--- config.mk ---
export PLATFORM = sky130hd
export DESIGN_NAME = mem_port_arbiter
export DESIGN_NICKNAME = d
export VERILOG_FILES = /design/src/rtl/mem_port_arbiter.sv
export SDC_FILE = /design/constraint.sdc
export NUM_CORES = 1
export LEC_CHECK = 0
export BUFFER_PORTS_ARGS = -buffer_cell sky130_fd_sc_hd__buf_2
export CORE_MARGIN = 10
export CORE_UTILIZATION = 42
export CTS_BUF_LIST = sky130_fd_sc_hd__clkbuf_4 sky130_fd_sc_hd__clkbuf_8
export CTS_CLUSTER_SIZE = 20
export DETAILED_ROUTE_END_ITERATION = 12
export PLACE_DENSITY = 0.88
export SLEW_MARGIN = 10
export SYNTH_ARGS = -nofsm -noshare
export SYNTH_HDL_FRONTEND = slang
export SYNTH_SLANG_ARGS = --single-unit
--- constraint.sdc ---
create_clock -name clk -period 2.91 [get_ports clk]
set_input_delay 0.1455 -clock clk [delete_from_list [all_inputs] [get_ports clk]]
set_output_delay 0.1455 -clock clk [all_outputs]
set_load 0.01 [all_outputs]
--- src/rtl/mem_port_arbiter.sv ---
`default_nettype none
// ============================================================================
// Module   : mem_port_arbiter
// Purpose  : N-port round-robin / fixed-priority arbiter with burst lock in
//            front of a single-port RAM; tagged read-return pipeline.
// Revision : 1.0
// ============================================================================
module mem_port_arbiter #(
    parameter int N_PORTS     = 4,
    parameter int ADDR_W      = 15,
    parameter int DATA_W      = 16,
    parameter int RD_LAT      = 1,
    parameter int MAX_BURST   = 16,
    parameter int ROUND_ROBIN = 1
) (
    input  logic                        clk,
    input  logic                        rst,
    input  logic [N_PORTS-1:0]          req,
    input  logic [N_PORTS-1:0]          we,
    input  logic [N_PORTS-1:0]          lock,
    input  logic [N_PORTS*ADDR_W-1:0]   addr,
    input  logic [N_PORTS*DATA_W-1:0]   din,
    output logic [N_PORTS-1:0]          gnt,
    output logic [N_PORTS-1:0]          rvalid,
    output logic [DATA_W-1:0]           rdata,
    output logic                        mem_en,
    output logic                        mem_we,
    output logic [ADDR_W-1:0]           mem_addr,
    output logic [DATA_W-1:0]           mem_din,
    input  logic [DATA_W-1:0]           mem_dout
);

    localparam int                  c_PTR_W  = (N_PORTS > 1) ? $clog2(N_PORTS) : 1;
    localparam int                  c_BCNT_W = $clog2(MAX_BURST + 1);
    localparam logic [c_BCNT_W-1:0] c_MAX    = c_BCNT_W'(MAX_BURST);
    localparam logic [c_BCNT_W-1:0] c_ONE    = c_BCNT_W'(1);

    function automatic logic [c_PTR_W-1:0] f_wrap(input int v);
        return c_PTR_W'(v % N_PORTS);
    endfunction

    function automatic logic [N_PORTS-1:0] f_onehot(input logic [c_PTR_W-1:0] i);
        logic [N_PORTS-1:0] v;
        v    = '0;
        v[i] = 1'b1;
        return v;
    endfunction

    // k-th candidate in search order: rotated from the pointer, or plain index
    function automatic logic [c_PTR_W-1:0] f_cand(input logic [c_PTR_W-1:0] ptr, input int k);
        return (ROUND_ROBIN != 0) ? f_wrap(int'(ptr) + k) : f_wrap(k);
    endfunction

    logic [c_PTR_W-1:0]             r_ptr;
    logic [c_BCNT_W-1:0]            r_bcnt;
    logic [c_PTR_W-1:0]             r_last;
    logic                           r_last_vld;
    logic                           r_mem_en;
    logic                           r_mem_we;
    logic [ADDR_W-1:0]              r_mem_addr;
    logic [DATA_W-1:0]              r_mem_din;
    logic [RD_LAT:0]                r_pipe_vld;
    logic [RD_LAT:0][c_PTR_W-1:0]   r_pipe_tag;

    logic [N_PORTS-1:0]             w_last_oh;
    logic [N_PORTS-1:0]             w_elig;
    logic                           w_hold_req;
    logic                           w_hold;
    logic                           w_others;
    logic                           w_excl;
    logic [c_PTR_W-1:0]             w_win;
    logic                           w_win_vld;
    logic [c_PTR_W-1:0]             w_sel;
    logic                           w_sel_vld;
    logic                           w_issue_rd;

    // Lock continuation: previous winner still asking with lock and under the
    // burst limit. At the limit it sits out one cycle only if someone else waits.
    assign w_last_oh  = f_onehot(r_last);
    assign w_hold_req = r_last_vld & (|(req & lock & w_last_oh));
    assign w_hold     = w_hold_req & (r_bcnt < c_MAX);
    assign w_others   = |(req & ~w_last_oh);
    assign w_excl     = w_hold_req & ~w_hold & w_others;
    assign w_elig     = req & ~({N_PORTS{w_excl}} & w_last_oh);

    always_comb begin
        w_win_vld = 1'b0;
        w_win     = '0;
        for (int k = 0; k < N_PORTS; k++) begin
            if (!w_win_vld && w_elig[f_cand(r_ptr, k)]) begin
                w_win_vld = 1'b1;
                w_win     = f_cand(r_ptr, k);
            end
        end
    end

    assign w_sel      = w_hold ? r_last : w_win;
    assign w_sel_vld  = ~rst & (w_hold | w_win_vld);
    assign w_issue_rd = w_sel_vld & ~we[w_sel];

    always_ff @(posedge clk) begin
        if (rst) begin
            r_ptr      <= '0;
            r_bcnt     <= '0;
            r_last     <= '0;
            r_last_vld <= 1'b0;
        end else begin
            r_last_vld <= w_sel_vld;
            if (w_sel_vld) begin
                r_last <= w_sel;
                r_ptr  <= f_wrap(int'(w_sel) + 1);
                r_bcnt <= w_hold ? (r_bcnt + c_ONE) : c_ONE;
            end
        end
    end

    // Address and write data hold their last values between grants
    always_ff @(posedge clk) begin
        if (rst) begin
            r_mem_en   <= 1'b0;
            r_mem_we   <= 1'b0;
            r_mem_addr <= '0;
            r_mem_din  <= '0;
        end else begin
            r_mem_en <= w_sel_vld;
            r_mem_we <= w_sel_vld & we[w_sel];
            if (w_sel_vld) begin
                r_mem_addr <= addr[int'(w_sel)*ADDR_W +: ADDR_W];
                r_mem_din  <= din[int'(w_sel)*DATA_W +: DATA_W];
            end
        end
    end

    // Stage 0 lines up with mem_en; the last stage lines up with mem_dout
    always_ff @(posedge clk) begin
        if (rst) begin
            r_pipe_vld <= '0;
            r_pipe_tag <= '0;
        end else begin
            r_pipe_vld <= {r_pipe_vld[RD_LAT-1:0], w_issue_rd};
            r_pipe_tag <= {r_pipe_tag[RD_LAT-1:0], w_sel};
        end
    end

    assign gnt      = w_sel_vld ? f_onehot(w_sel) : '0;
    assign rvalid   = r_pipe_vld[RD_LAT] ? f_onehot(r_pipe_tag[RD_LAT]) : '0;
    assign rdata    = mem_dout;
    assign mem_en   = r_mem_en;
    assign mem_we   = r_mem_we;
    assign mem_addr = r_mem_addr;
    assign mem_din  = r_mem_din;

endmodule
`default_nettype wire
==> results.json, run 1 <==
{
  "drv_cap": 0,
  "htree_levels": 2,
  "drt_iter0_markers": 240,
  "crit_path_start_kind": "flip-flop",
  "worstSetupEndpointType": "primary output",
  "cts.sinks": 48,
  "synth_area_leaders": "dfxtp_1, a21boi_0, a211oi_2, a211oi_1, nand3b_1",
  "power_mw": 4.56,
  "synth-main-ff-cell": "dfxtp_1",
  "yosys.area.top_type": "dfxtp_1",
  "grt_overflow_total": 0,
  "syn_to_final_growth_pct": 43.1,
  "period_needed_ps": 3090,
  "hold_path.class": "input pin to flip-flop",
  "syn_inst": 432,
  "synth_warnings": 0,
  "route.detailed.drc": 0,
  "grt_max_degree": 63,
  "wl_microns": 14800,
  "r2r_cells": 12,
  "core_sq_um": 8760,
  "antenna_found_initial": 0,
  "num_rows": 34,
  "io_buffers": 178,
  "worstHoldPathCells": 3,
  "first_global_vias": 4417,
  "cp.arrival_ps": 2950,
  "critPathMaxStageDelay_ps": 540,
  "initial_utilization_pct": 43.3,
  "io_pins": 211,
  "path_cells": "mux4_2 > or4_1 > a221o_1 > a41oi_2 > o21a_4 > buf_6 > ha_4 > and2_1 > buf_2",
  "slew_violations": 0,
  "status": "complete, but fails checks",
  "finalHoldViolations": 0,
  "cp_slowest_cell": "mux4_2",
  "die_w_microns": 115,
  "syn_nets": 591,
  "fillCellCount": 728,
  "drive_above_1_share_pct": 53.9,
  "ctsHoldBuffers": 0,
  "syn_area_sq_um": 3790,
  "cts-root-buf": "clkbuf_8",
  "nNetsFinal": 763,
  "power_density_nw_per_um2": 840,
  "violations": "setup timing",
  "clk_latency_ps": 300,
  "num_antenna_cells": 0,
  "r2r_slack_ps": -80,
  "synth_top_area_share_pct": 25.3,
  "vias": 4299,
  "slew-limit-headroom_pct": 71.7,
  "rsz0062_at_grt": "true",
  "total_leakage_power_nw": 2.21,
  "dp_hpwl_microns": 10400,
  "drt-vias-per-instance": 6.03,
  "cts_tree": "built",
  "worstPathRequired_ps": 2760,
  "firstDrtPassIters": 5,
  "ir_worst_vdd_mv": 0.405,
  "synth_async_sr_flop_share_pct": 0,
  "synth_area_per_cell_sq_um": 8.78,
  "fin_crit_sh_pct": 106,
  "ant_nets": 0,
  "numCtsBuffers": 5,
  "yosys_register_bits": 48,
  "finalClockSkew_ps": 6.10,
  "timing.final.ws_setup_ps": -184,
  "die-area_sq_um": 13200,
  "clockBufferDepth": 2,
  "layout_common_cells": "buf_2, a21boi_0, a211oi_2, dfxtp_1, buf_4",
  "ys_seq_area_share_pct": 25.3,
  "setup_viol": 26,
  "path_clk_slew_ps": 100,
  "worstMarginPinSlew_ps": 425,
  "place_area_sq_um": 4850,
  "crit_fanout": 4,
  "ys_types": 54,
  "grt_pass1_wl_microns": 21500,
  "synth_edf_count": 0,
  "path_class": "flip-flop to primary output",
  "grtUsageTotal_pct": 19.4,
  "post_drt_wl_per_cell_microns": 20.7,
  "stdcell_area_sq_um": 5430,
  "die_y_microns": 115,
  "tns_ps": -1470,
  "fmax_mhz": 323,
  "gp_congestion": 1.01,
  "final_common_cell": "buf_2"
}
[layer usage]
metal / wire [microns] / track usage, % / up-vias
met2: 7290 / 34.2 / 236
li1: - / - / 1989
met4: 442 / 8.58 / 0
met1: 5520 / 20.4 / 2033
met5: 0 / 0 / -
met3: 1500 / 6.93 / 41
[state kept, by name, summed over array words and instances, names as in the netlist]
name and cells:
mem_en 1, r_last 2, r_pipe_vld 2, r_bcnt 5
r_pipe_tag 4, mem_addr 15, mem_din 16, r_ptr 2
mem_we 1
[power breakdown]
| part | internal [mW] | total [mW] | switching (mW) |
|---|---|---|---|
| clock network | 0.259 | 0.511 | 0.252 |
| logic | 1.38 | 3.01 | 1.63 |
| registers | 0.898 | 1.04 | 0.140 |
[cell families (layout without fill, tap and decap cells)]
kind of cell	after synthesis	in the layout	synth area share, %
XOR/XNOR	1	1	0.231
adder cells (fa/ha/maj)	5	5	1.65
flip-flops	48	48	25.3
buffers and inverters	73	246	11.1
AND/OR/NAND/NOR	99	99	16.0
multiplexers	9	9	3.10
AO/OA/AOI/OAI	197	197	42.6
[worst paths after layout]
path	start	endpoint
max	r_last[1]	gnt[2]
min	din[9]	mem_din[9]
max reg2reg	r_last[1]	mem_we
min reg2reg	r_pipe_vld[0]	r_pipe_vld[1]
[critical path, delay by kind of cell, from the launching register on]
family          cells  cell delay (ps)
compound gates      3              770
simple gates        2              590
mux                 1              540
flops               1              380
buf+inv             2              250
fa+ha+maj           1              120
[per-stage QoR]
stage	cells	hold slack (ps)	setup WS (ps)	utilization [%]
finish	713	167	-184	61.9
global route	713	161	-310	61.9
CTS	707	162	-230	58.3
detailed placement	694	291	-217	55.3
global placement	694	291	-139	55.3
floorplan	432	217	-28.8	-
[repair_timing]
action	4_1_cts	5_1_grt
gates resized for setup	28	47
setup endpoints to repair	37	38
cloned	0	2
pin swaps	6	23
buffers inserted	6	4
[area by class of cell]
type / count / area, sq um / area share [%]
Multi-Input combinational cell: 311 / 2730 / 50.3
Timing Repair Buffer: 231 / 1440 / 26.6
Sequential cell: 48 / 968 / 17.8
Tap cell: 108 / 135 / 2.49
Clock buffer: 5 / 68.8 / 1.27
Clock inverter: 3 / 47.5 / 0.876
Inverter: 7 / 36.3 / 0.669
[cell usage after synthesis, types with 6 or more instances]
library cell / count
a211oi_1: 35
a211oi_2: 28
a21boi_0: 62
a21oi_1: 10
and2_1: 11
buf_4: 19
buf_6: 9
clkbuf_1: 31
dfxtp_1: 48
inv_1: 6
nand2_1: 12
nand3b_1: 33
nor2_1: 14
o211ai_1: 7
o31ai_1: 32
No activity file was read; power rests on OpenSTA's default activity.
==> inputs of run 2 (changes only) <==
--- a/config.mk
+++ b/config.mk
@@ -12,6 +12,7 @@
 export CTS_CLUSTER_SIZE = 20
 export DETAILED_ROUTE_END_ITERATION = 12
 export PLACE_DENSITY = 0.88
+export RECOVER_POWER = 100
 export SLEW_MARGIN = 10
 export SYNTH_ARGS = -nofsm -noshare
 export SYNTH_HDL_FRONTEND = slang
==> run 2 against run 1 <==
The run still ends with setup timing left; total power fell by 1.1%; largest cell class unchanged; critical path depth is 1 higher; count of clock-buffer cells in the layout unchanged; maximum frequency is 0.27% higher; non-clock buffer count did not move.
==> results.json, run 2 (same netlist as run 1, synthesis figures left out) <==
{
  "status": "complete, but fails checks",
  "violations": "setup timing",
  "firstDrtPassIters": 4,
  "timing.rr.end": "mem_addr[6]",
  "path_class": "flip-flop to primary output",
  "wl_microns": 14800,
  "grt_max_degree": 63,
  "numCtsBuffers": 5,
  "period_needed_ps": 3090,
  "fmax_mhz": 324,
  "cp.arrival_ps": 2940,
  "worstSetupEndpointType": "primary output",
  "nNetsFinal": 763,
  "place_area_sq_um": 4850,
  "crit_fanout": 9,
  "use_met1_pct": 20.4,
  "rsz0062_at_grt": "true",
  "power_density_nw_per_um2": 838,
  "fin_crit_sh_pct": 106,
  "final_common_cell": "buf_2",
  "r2r_cells": 10,
  "gr-usage-met2_pct": 34.2,
  "crit_path_start_kind": "flip-flop",
  "antenna_found_initial": 0,
  "fin_util_pct": 61.4,
  "stdcell_area_sq_um": 5380,
  "gp_congestion": 1.01,
  "io_buffers": 178,
  "num_antenna_cells": 0,
  "cts_tree": "built",
  "r2r-start": "r_last[1]",
  "multiInputGateArea_sq_um": 2730,
  "largest_reg_flops": 16,
  "first_global_vias": 4417,
  "seqCellArea_sq_um": 968,
  "finalClockSkew_ps": 7.10,
  "grt_pass1_wl_microns": 21500,
  "post_drt_wl_per_cell_microns": 20.8,
  "path_clk_slew_ps": 100,
  "min_from": "din[9]",
  "worstPathRequired_ps": 2760,
  "ir_worst_vdd_mv": 0.404,
  "die-area_sq_um": 13200,
  "core_sq_um": 8760,
  "cts.sinks": 48,
  "hold_path.class": "input pin to flip-flop",
  "clockBufferDepth": 2,
  "finalHoldViolations": 0,
  "initial_utilization_pct": 43.3,
  "grtUsageTotal_pct": 19.4,
  "clk_latency_ps": 300,
  "grt_overflow_total": 0,
  "ctsHoldBuffers": 0,
  "vias": 4277,
  "route.detailed.drc": 0,
  "tns_ps": -1290,
  "drive_above_1_share_pct": 47.8,
  "r2r_slack_ps": -80,
  "die_w_microns": 115,
  "htree_levels": 2,
  "setup_viol": 25,
  "dp_hpwl_microns": 10400,
  "num_rows": 34,
  "fillCellCount": 747,
  "ant_nets": 0,
  "drv_cap": 0,
  "worstHoldPathCells": 3,
  "total_leakage_power_nw": 2.08,
  "io_pins": 211,
  "drt_iter0_markers": 251,
  "slew-limit-headroom_pct": 71.9,
  "die_y_microns": 115,
  "drt-vias-per-instance": 6.00,
  "grt.busiest_layer": "met2",
  "syn_to_final_growth_pct": 41.9,
  "cts-root-buf": "clkbuf_8",
  "timing.final.ws_setup_ps": -176,
  "holdPathEnd": "mem_din[9]",
  "worstMarginPinSlew_ps": 421,
  "whs_ps": 167,
  "layout_common_cells": "buf_2, a21boi_0, a211oi_2, dfxtp_1",
  "slew_violations": 0,
  "use_met3_pct": 6.93,
  "power_mw": 4.51
}
run 2: changes by cell type in the layout (fill, tap and decap cells not counted), sizes merged:
cell / delta
buf: -37
clkbuf: +37
run 2: what timing repair did:
item | CTS | global route
endpoints found under the hold margin | 0 | 0
setup buffers | 6 | 4
setup endpoints to repair | 37 | 38
gates resized for setup | 28 | 47
gates cloned | 0 | 2
pin swaps | 6 | 23
run 2: worst max path at each step:
stage,from,endpoint,slack (ps),depth (start not counted)
after floorplan,r_last[1],r_ptr[1],-30,12
after global placement,r_last[0],mem_din[14],-140,9
after detailed placement,r_last[0],mem_din[14],-220,9
after CTS,r_last[1],gnt[2],-230,9
after global routing,r_last[1],gnt[2],-310,11
final,r_last[0],gnt[3],-180,10
run 2: worst max-delay path, cell delays in order, from the launching register on:
cell and delay (ps):
dfxtp_4 410, mux2_4 350, o31a_1 310, a31oi_2 230, o211ai_1 130, or3b_2 500, and2_4 210, inv_4 100
ha_4 130, and2_1 130, buf_2 140
run 2: cell type report:
class / count / area share (%)
multi-input combinational: 311 / 50.7
timing repair buffer: 231 / 26.0
sequential: 48 / 18.0
tap: 108 / 2.51
clock buffer: 5 / 1.28
clock inverter: 3 / 0.884
inverter: 7 / 0.674
run 2: routing by layer:
metal	vias up	routed length, microns
met3	46	1390
met1	2030	5630
met2	210	7280
li1	1991	-
met4	0	503
met5	-	0
run 2: metrics by stage:
stage / cells / worst slack, ps
6_report: 713 / -176
5_1_grt: 713 / -310
4_1_cts: 707 / -230
3_5_place_dp: 694 / -217
3_3_place_gp: 694 / -139
2_1_floorplan: 432 / -28.8
run 2: power by group:
part | switching, mW | internal [mW]
registers | 0.148 | 0.898
clock network | 0.248 | 0.259
logic | 1.63 | 1.32
==> inputs of run 3 (changes only) <==
--- a/config.mk
+++ b/config.mk
@@ -6,12 +6,13 @@
 export NUM_CORES = 1
 export LEC_CHECK = 0
 export BUFFER_PORTS_ARGS = -buffer_cell sky130_fd_sc_hd__buf_2
+export CAP_MARGIN = 20
 export CORE_MARGIN = 10
-export CORE_UTILIZATION = 42
+export CORE_UTILIZATION = 40
 export CTS_BUF_LIST = sky130_fd_sc_hd__clkbuf_4 sky130_fd_sc_hd__clkbuf_8
 export CTS_CLUSTER_SIZE = 20
 export DETAILED_ROUTE_END_ITERATION = 12
-export PLACE_DENSITY = 0.88
+export PLACE_DENSITY = 0.85
 export RECOVER_POWER = 100
 export SLEW_MARGIN = 10
 export SYNTH_ARGS = -nofsm -noshare
==> run 3 against run 2 <==
The flow still finishes with violations (setup timing); largest power group unchanged; combinational power grew 15%; register-to-register slack gained 40 ps; largest cell class unchanged; non-clock buffer count grew 21.
==> results.json, run 3 (same netlist as run 1, synthesis figures left out) <==
{
  "status": "complete, but fails checks",
  "violations": "setup timing",
  "path_clk_slew_ps": 100,
  "r2r_slack_ps": -40,
  "first_global_vias": 4464,
  "cts.sinks": 48,
  "ant_nets": 0,
  "slew-limit-headroom_pct": 62.1,
  "antenna_found_initial": 0,
  "fmax_mhz": 329,
  "firstDrtPassIters": 5,
  "worstPathRequired_ps": 2760,
  "grt_pass1_wl_microns": 22800,
  "power_density_nw_per_um2": 842,
  "finalHoldViolations": 0,
  "period_needed_ps": 3040,
  "num_antenna_cells": 0,
  "cts_tree": "built",
  "drt_iter0_markers": 291,
  "fin_crit_sh_pct": 104,
  "r2r_cells": 11,
  "cts-root-buf": "clkbuf_8",
  "clk_latency_ps": 310,
  "hold_path.class": "input pin to flip-flop",
  "grtUsageTotal_pct": 19.2,
  "drt-vias-per-instance": 5.88,
  "crit_path_start_kind": "flip-flop",
  "htree_levels": 2,
  "slew_violations": 0,
  "worstSetupEndpointType": "primary output",
  "worstMarginPinSlew_ps": 569,
  "numCtsBuffers": 5,
  "pwr-share-clk_pct": 9.2,
  "die_w_microns": 117,
  "finalClockSkew_ps": 12.0,
  "initial_utilization_pct": 41.1,
  "clockBufferDepth": 2,
  "post_drt_wl_per_cell_microns": 21.0,
  "die_y_microns": 117,
  "fin_util_pct": 62.9,
  "core_sq_um": 9240,
  "largest_reg_flops": 16,
  "timing.rr.end": "mem_din[9]",
  "path_class": "flip-flop to primary output",
  "whs_ps": 169,
  "io_pins": 211,
  "worstHoldPathCells": 3,
  "seq_power_share_pct": 21.4,
  "setup_viol": 8,
  "rsz0062_at_grt": "true",
  "io_buffers": 178,
  "crit_fanout": 5,
  "r2r-start": "r_last[1]",
  "drive_above_1_share_pct": 53.4,
  "grt_overflow_total": 0,
  "ctsHoldBuffers": 0,
  "holdPathEnd": "mem_addr[1]",
  "die-area_sq_um": 13800,
  "final_common_cell": "buf_2",
  "cp.arrival_ps": 2890,
  "min_from": "addr[1]",
  "power_frac_comb_pct": 69.3,
  "vias": 4436,
  "gp_congestion": 0.885,
  "route.detailed.drc": 0,
  "timing.final.ws_setup_ps": -128,
  "intPower_mw": 2.67,
  "swShare_pct": 45.3,
  "wl_microns": 15800,
  "grt_max_degree": 63,
  "netSwitchingPower_mw": 2.22,
  "syn_to_final_growth_pct": 53.1,
  "total_leakage_power_nw": 2.26,
  "dp_hpwl_microns": 10700,
  "layout_common_cells": "buf_2, buf_4, dfxtp_1",
  "num_rows": 35,
  "nNetsFinal": 784,
  "drv_cap": 0,
  "ir_worst_vdd_mv": 0.384
}
## run 3: cell types whose count changed in the layout (fill, tap and decap cells not counted), sizes merged
cell	previous run	this run
clkbuf	44	47
buf	192	211
clkinv	2	1
inv	7	8
bufinv	1	0
## run 3: worst max path at each step
| stage | startpoint | to | cells past startpoint |
|---|---|---|---|
| after floorplan | r_last[1] | r_ptr[1] | 12 |
| after global placement | r_last[0] | mem_addr[7] | 9 |
| after detailed placement | r_last[0] | mem_din[0] | 11 |
| after CTS | r_last[1] | gnt[2] | 9 |
| after global routing | r_last[1] | gnt[2] | 10 |
| final | r_last[1] | gnt[2] | 10 |
## run 3: final cells by class
type	count	area, sq um
multi-input cells	311	2880
clock inverters	2	13.8
well taps	129	161
inverters	7	33.8
flip-flops and latches	48	970
repair buffers	252	1660
clock buffers	6	82.6
fillers	763	3430
## run 3: stage by stage
stage	instance area [sq um]	cells	total power, mW	setup slack, ps	TNS [ps]
after floorplan	3840	432	2.65	-28.8	-32.4
after global placement	4930	721	3.42	-185	-3630
after detailed placement	4930	721	3.48	-244	-5840
after CTS	5330	741	4.27	-167	-649
after global routing	5810	755	5.16	-225	-2800
final	5810	755	4.89	-128	-589
## run 3: per-layer routing
layer  routed length [microns]  GRT usage, %  up-vias
li1                          -             -     2023
met1                      6410          22.1     2134
met2                      7670          33.0      251
met3                      1380          6.38       28
met4                       365          5.71        0
met5                         0             0        -
## run 3: power by group through the flow
stage               Sequential [mW]  Clock, mW  Combinational [mW]
floorplan                      1.11          0                1.55
global placement               1.03          0                2.38
detailed placement             1.05          0                2.44
CTS                            1.04      0.467                2.76
global route                   1.07      0.489                3.59
finish                         1.05      0.452                3.39
## run 3: critical path: stages, from the launching register on
cell      delay [ps]
dfxtp_4          370
or4b_4           570
o221ai_4         280
o32ai_1          140
a221oi_2         320
o311a_1          270
o21a_4           190
buf_12           120
ha_4             110
and2_4           130
buf_6             90
## run 3: what timing repair did
action,4_1_cts,5_1_grt
pin swaps,9,49
endpoints found under the setup margin,38,38
resized for setup,38,126
setup buffers,12,10
gates cloned,1,6
